$ cat config.mk
export PLATFORM = sky130hd
export DESIGN_NAME = pipe_hazard_ctrl
export DESIGN_NICKNAME = d
export VERILOG_FILES = /design/src/rtl/pipe_hazard_ctrl.sv
export SDC_FILE = /design/constraint.sdc
export NUM_CORES = 1
export LEC_CHECK = 0
export CAP_MARGIN = 20
export CORE_MARGIN = 5
export CORE_UTILIZATION = 25
export DETAILED_ROUTE_END_ITERATION = 10
export PLACE_DENSITY = 0.46
export SETUP_SLACK_MARGIN = 0.3
export SLEW_MARGIN = 5
export SYNTH_ARGS = -nofsm -noshare
export SYNTH_HDL_FRONTEND = slang
export SYNTH_SLANG_ARGS = --single-unit
$ cat constraint.sdc
create_clock -name i_clk -period 2.5 [get_ports i_clk]
set_clock_uncertainty 0.2 [all_clocks]
set_input_delay 0.5 -clock i_clk [delete_from_list [all_inputs] [get_ports i_clk]]
set_output_delay 0.5 -clock i_clk [all_outputs]
set_load 0.05 [all_outputs]
$ cat src/rtl/pipe_hazard_ctrl.sv
// pipe_hazard_ctrl: stall/flush sequencer for the 5-stage core with debug drain/halt, dmem timeout and stall counter
// Ports: i_clk/i_rst_n clock and sync active-low reset; i_imem_ready, i_dmem_req, i_dmem_ready,
// i_load_use, i_redirect, i_halt stage status; o_stall/o_flush per boundary (bit0 PC .. bit4 MEM/WB);
// o_halted drained flag; o_bus_err dmem timeout pulse; o_stall_cnt PC-stall cycle count.
module pipe_hazard_ctrl #(
  parameter int DMEM_TIMEOUT = 16,
  parameter int DRAIN_CYCLES = 4,
  parameter int CNT_WIDTH    = 32
) (
  input  logic                 i_clk,
  input  logic                 i_rst_n,
  input  logic                 i_imem_ready,
  input  logic                 i_dmem_req,
  input  logic                 i_dmem_ready,
  input  logic                 i_load_use,
  input  logic                 i_redirect,
  input  logic                 i_halt,
  output logic [4:0]           o_stall,
  output logic [4:0]           o_flush,
  output logic                 o_halted,
  output logic                 o_bus_err,
  output logic [CNT_WIDTH-1:0] o_stall_cnt
);
  localparam logic [1:0] RUN = 2'd0, DRAIN = 2'd1, HALTED = 2'd2;
  localparam int DW = $clog2(DRAIN_CYCLES + 1);
  localparam logic [DW-1:0] DLAST = DW'(DRAIN_CYCLES - 1);
  localparam logic [7:0] TMO = 8'(DMEM_TIMEOUT);
  logic [1:0]           r_state;
  logic [DW-1:0]        r_dcnt;
  logic [7:0]           r_wcnt;
  logic                 r_bus_err;
  logic [CNT_WIDTH-1:0] r_stall_cnt;
  logic                 w_wait;
  logic                 w_fetch_hold;
  logic [4:0]           w_base_stall;
  logic [4:0]           w_base_flush;
  assign w_wait = i_dmem_req & ~i_dmem_ready;
  // A halt request seen in RUN already behaves as the first drain cycle, so fetch is
  // blocked in the same cycle i_halt rises.
  assign w_fetch_hold = (r_state == HALTED) |
                        ((r_state == DRAIN | i_halt) & ~w_wait & ~i_redirect);
  always_comb begin
    w_base_stall = w_wait ? 5'b01111 : i_redirect ? 5'b00000 : i_load_use ? 5'b00011 :
                   !i_imem_ready ? 5'b00001 : 5'b00000;
    w_base_flush = w_wait ? 5'b10000 : i_redirect ? 5'b00110 : i_load_use ? 5'b00100 :
                   !i_imem_ready ? 5'b00010 : 5'b00000;
    o_stall = !i_rst_n ? 5'b00000 : w_fetch_hold ? 5'b00001 : w_base_stall;
    o_flush = !i_rst_n ? 5'b11111 : w_fetch_hold ? 5'b00010 : w_base_flush;
  end
  // The drain counter stays 0 outside draining; each advancing drain cycle (including
  // the RUN cycle that starts the drain) bumps it until the last one enters HALTED.
  always_ff @(posedge i_clk) begin
    if (!i_rst_n) begin
      r_state     <= RUN;
      r_dcnt      <= '0;
      r_wcnt      <= '0;
      r_bus_err   <= 1'b0;
      r_stall_cnt <= '0;
    end else begin
      r_wcnt      <= !w_wait ? 8'd0 : r_wcnt == TMO ? TMO : r_wcnt + 8'd1;
      r_bus_err   <= w_wait && r_wcnt == TMO - 8'd1;
      r_stall_cnt <= r_stall_cnt + CNT_WIDTH'(o_stall[0]);
      if (r_state == HALTED) begin
        if (!i_halt) r_state <= RUN;
      end else if (!i_halt) begin
        r_state <= RUN;
        r_dcnt  <= '0;
      end else if (!w_wait) begin
        r_state <= r_dcnt == DLAST ? HALTED : DRAIN;
        r_dcnt  <= r_dcnt == DLAST ? '0 : r_dcnt + 1'b1;
      end
    end
  end
  assign o_halted    = r_state == HALTED;
  assign o_bus_err   = r_bus_err;
  assign o_stall_cnt = r_stall_cnt;
endmodule

After elaboration in Yosys (flattened, before gate mapping):

Index checks and enable logic that the tools add are counted.

* output and inout bits: 44
* bits in read-only memories: 0
* bits in registers: 46
* logic and storage cells: 52
* latch bits: 0
* memory bits (writable): 0
* memories kept: 0
* input port bits: 8

* shift-type cells: 0
* reductions and logical operators: 5
* magnitude comparators: 0
* add/sub/neg operators: 3
* $mul: 0
* eq/ne operators: 7
* divide/modulo/power cells: 0
* muxes and demuxes: 21
* bitwise operators: 10

Operator list (count)
* $add 32x1->32: 1
* $mux 5: 4
* $mux 2: 8
* $mux 3: 5
* $mux 4: 3
* $add 8x1->8 const B: 1
* $eq 8x4->1 const B: 1
* $eq 8x5->1 const B: 1
* $reduce_and 2->1: 3
* $not 1->1: 5
* $ne 2x2->1 const B: 2
* $add 3x1->3 const B: 1
* $and 1x1->1: 3
* $eq 3x2->1 const B: 1
* $reduce_or 3->1: 1
* $eq 2x1->1 const B: 1
* $eq 2x2->1 const B: 1
* $or 1x1->1: 2
* $logic_and 1x1->1: 1
* $mux 1: 1

Depth between registers and ports, before layout:

* depth in word-level cells: 9
* gate-level depth with buffers: 10
* depth with buffers taken out: 10

Worst setup path before layout:

Ideal clock, no wire load.

* path type: reg2reg
* start: register r_state[0]
* end: register r_stall_cnt[18] (netlist: o_stall_cnt[18])
* arrival: 3.099 ns
* setup time: 0.071 ns
* clock period less this slack: 3.370 ns
* slack: -0.870 ns
* buffers on the path: 0
* cell stages (with the launch flop): 10
* data required time: 2.229 ns
* cells stage by stage: dfxtp_1 > nand2b_1 > inv_1 > o41a_1 > ha_1 > ha_1 > nand4_1 > nor2_1 > or4b_2 > a21oi_1

* elaborated cells between the ends (all ways): 9
* classes of those cells: add/sub: 1; eq/ne: 2; mux: 2; bitwise: 4

RTL lines
* start: declaration: line 28 `logic [1:0] r_state;`
* start signal: assignment: line 69 `r_state <= r_dcnt == DLAST ? HALTED : DRAIN;`
* $eq 2x2->1
* net o_halted: line 20 `output logic o_halted,`
* $or 1x1->1: line 40 `assign w_fetch_hold = (r_state == HALTED) |`
* $mux 4 (2 in series): line 47 `o_stall = !i_rst_n ? 5'b00000 : w_fetch_hold ? 5'b00001 : w_base_stall;`
* net o_stall[0]: line 18 `output logic [4:0] o_stall,`
* $add 32x1->32: line 62 `r_stall_cnt <= r_stall_cnt + CNT_WIDTH'(o_stall[0]);`
* end signal: assignment: line 62
* end: declaration: line 32 `logic [CNT_WIDTH-1:0] r_stall_cnt;`

The timed path passes the listed nets, and every way through them passes these cells.
A chain may end at the register's enable or synchronous reset.

Worst setup path after layout:

* start: register r_state[1]
* end: register r_stall_cnt[22] (netlist: o_stall_cnt[22])

* word-level cells in the longest chain between the ends: 8
* elaborated cells between the ends (all ways): 9
* classes of those cells: add/sub: 1; eq/ne: 2; mux: 2; bitwise: 4

RTL lines
* $eq 2x1->1: line 41 `((r_state == DRAIN | i_halt) & ~w_wait & ~i_redirect);`
* $or 1x1->1: line 41
* $and 1x1->1 (2 in series): line 41
* $or 1x1->1 (*): line 40
* $mux 4 (*) (2 in series): line 47
* $add 32x1->32 (*): line 62

Every way passes the cells marked *; elsewhere a longest branch is shown, timed or not.

==> results.yml <==
clock_network:
  clockRootBuffer: "clkbuf_8"
  clock_latency_ps: 290
  cts_tree: "built"
  htreeDepth: 2
  cts_buffer_depth: 2
  clock_sinks: 46
  cts_buffers: 5
  clk_pin_slew_ps: 90
cells_and_area:
  final_cell_mix: "44 x dfxtp_1, 37 x buf_4, 32 x dlygate4sd2_1"
  antenna_cells: 0
  final-seq-area_um2: 928
  syn_to_final_growth_pct: 62.3
  multi_input_area_um2: 1470
  final_core_util: 0.414
  layout.cells.most_common: "dfxtp_1"
  final_cell_area_um2: 3590
  fill_cells: 872
  instances_no_fill: 462
  nNetsFinal: 367
  drive_gt1_frac: 0.308
detailed_routing:
  detail_route.wl_per_cell_um: 13.2
  viasPerCell: 4.74
  drt_iter0_drc: 40
  ant_nets: 0
  wirelength_um: 6090
  dr_total_vias: 2191
  drcViolationCount: 0
  first_pass_iters: 4
yosys:
  ys.flop_type: "dfxtp_1"
  yosysSeqAreaShare: 0.416
  synth_edf_count: 0
  syn-num-nets: 273
  syn_avg_cell_area_um2: 8.51
  syn_inst: 260
  async_flop_share: 0
  yosysWarningCount: 0
  synth.distinct_cells: 40
  synthesis.area_um2: 2210
  synth-seq-cells: 46
place:
  portBuffers: 50
  dp_hpwl_um: 4220
  gp_congestion: 0.805
  dp.cells: 436
  placed_cell_area_um2: 3190
floorplanning:
  io_pins: 52
  row_count: 34
  core-area_um2: 8680
  start_util: 0.255
  dieArea_um2: 10800
  fp.dieW_um: 104
  die_h_um: 104
power_and_ir_drop:
  peakVddDrop_uv: 187
  cellLeakagePower_nw: 1.54
  power.density_nw_per_um2: 389
  power_mw: 1.40
worst_setup_path:
  cp.required_ps: 2540
  r2r_setup_slack_ps: 90
  cp_max_fo: 4
  worstSetupStartpointType: "flop"
  critPathArrivalTime_ps: 2450
  end_kind: "flop"
  crit_type: "flop to flop"
global_route:
  grt-ovfl-total: 0
  antenna_found_initial: 0
  grt_pass1_vias: 2085
  grt_pass1_wl_um: 10000
  grt_max_degree: 31
  track_usage: 0.108
timing:
  final-hold-violation-count: 0
  fin_crit_sh: 0.965
  holdWs_ps: 242
  setup_viol_count_final: 0
  rsz0062_at_grt: "yes"
  clock.fmax_ghz: 0.415
  slew_violations: 0
  relSlewSlack: 0.657
  post-route-min-period_ps: 2410
  worst_slew_pin_slew_ps: 513
status:
  status: "finished clean"
min_path:
  min_path_type: "flop to flop"
flow_run:
  maxCapViolations: 0
==> metrics by stage <==
step                worst slack [ps]  setup TNS, ps
global route                   -16.8          -33.4
CTS                             46.4              0
global placement                -472         -10340
finish                          87.5              0
floorplan                       -166          -3330
detailed placement              -537         -11730
==> registers in the layout, summed over array words and instances, names as in the netlist <==
| signal | cells |
|---|---|
| o_stall_cnt | 32 |
| r_state | 2 |
| r_dcnt | 3 |
| r_wcnt | 8 |
| o_bus_err | 1 |
==> logic make-up (layout without fill, tap and decap cells) <==
group           Yosys count  in the layout  share of synthesized area
other cells               1              1                    0.00170
buf+inv                  19            113                     0.0413
fa+ha+maj                 5              5                     0.0283
flops                    46             46                      0.416
compound gates           48             48                      0.133
mux                       2              2                    0.00905
xor+xnor                 18             18                     0.0713
simple gates            121            121                      0.299
==> worst max-delay path, cell delays in order (launching register included) <==
cell	delay, ps
dfxtp_4	370
inv_4	60
a21oi_4	50
nor3_2	170
o41a_4	170
ha_4	140
ha_4	120
and4_1	190
nand3b_1	100
buf_4	160
buf_4	130
or3_1	360
a21oi_1	120
==> final timing paths <==
| check | to | cells past startpoint | startpoint |
|---|---|---|---|
| min reg2reg | r_dcnt[2] | 2 | r_dcnt[2] |
| max | o_stall_cnt[22] | 12 | r_state[1] |
| max reg2reg | o_stall_cnt[22] | 12 | r_state[1] |
| min | r_dcnt[2] | 2 | r_dcnt[2] |
==> power by group <==
part           switching (mW)  leakage, nW  internal, mW
registers             0.00749        0.373         0.737
clock network           0.255       0.0373         0.192
logic                   0.107         1.13        0.0967
total                   0.369         1.54          1.03
==> final cells by class <==
type                    instances  area share
multi-input cells             195       0.409
clock buffers                   6      0.0202
well taps                     108      0.0376
clock inverters                 1     0.00209
repair buffers                 97       0.261
flip-flops and latches         46       0.259
inverters                       9      0.0112
==> Yosys cell counts, types with 7 or more instances <==
library cell   n  area (um2)
or4_1         11        82.6
nand3_1        8        40.0
dfxtp_1       46         921
a21oi_1       22         110
nand4_1        9        56.3
nor2_1        27         101
xor2_1        10        87.6
xnor2_1        8        70.1
o31ai_1       11        82.6
nand2_1       25        93.8
and3_1         8        50.1
inv_1          9        33.8
o21ai_0        7        35.0
==> metal layers <==
layer	share of wire	vias to the layer above	global-route usage
met5	0	-	0
met3	0.047	2	0.0323
li1	-	1126	-
met4	0.0044	0	0.0222
met1	0.48	1025	0.139
met2	0.47	38	0.179
==> repair_timing <==
action,4_1_cts,5_1_grt
hold buffers,0,0
hold endpoints to repair,0,0
pin swaps,29,17
buffers inserted,11,8
setup endpoints to repair,68,41
resized for setup,71,30
Note: power is estimated with default switching activity, not from simulation.
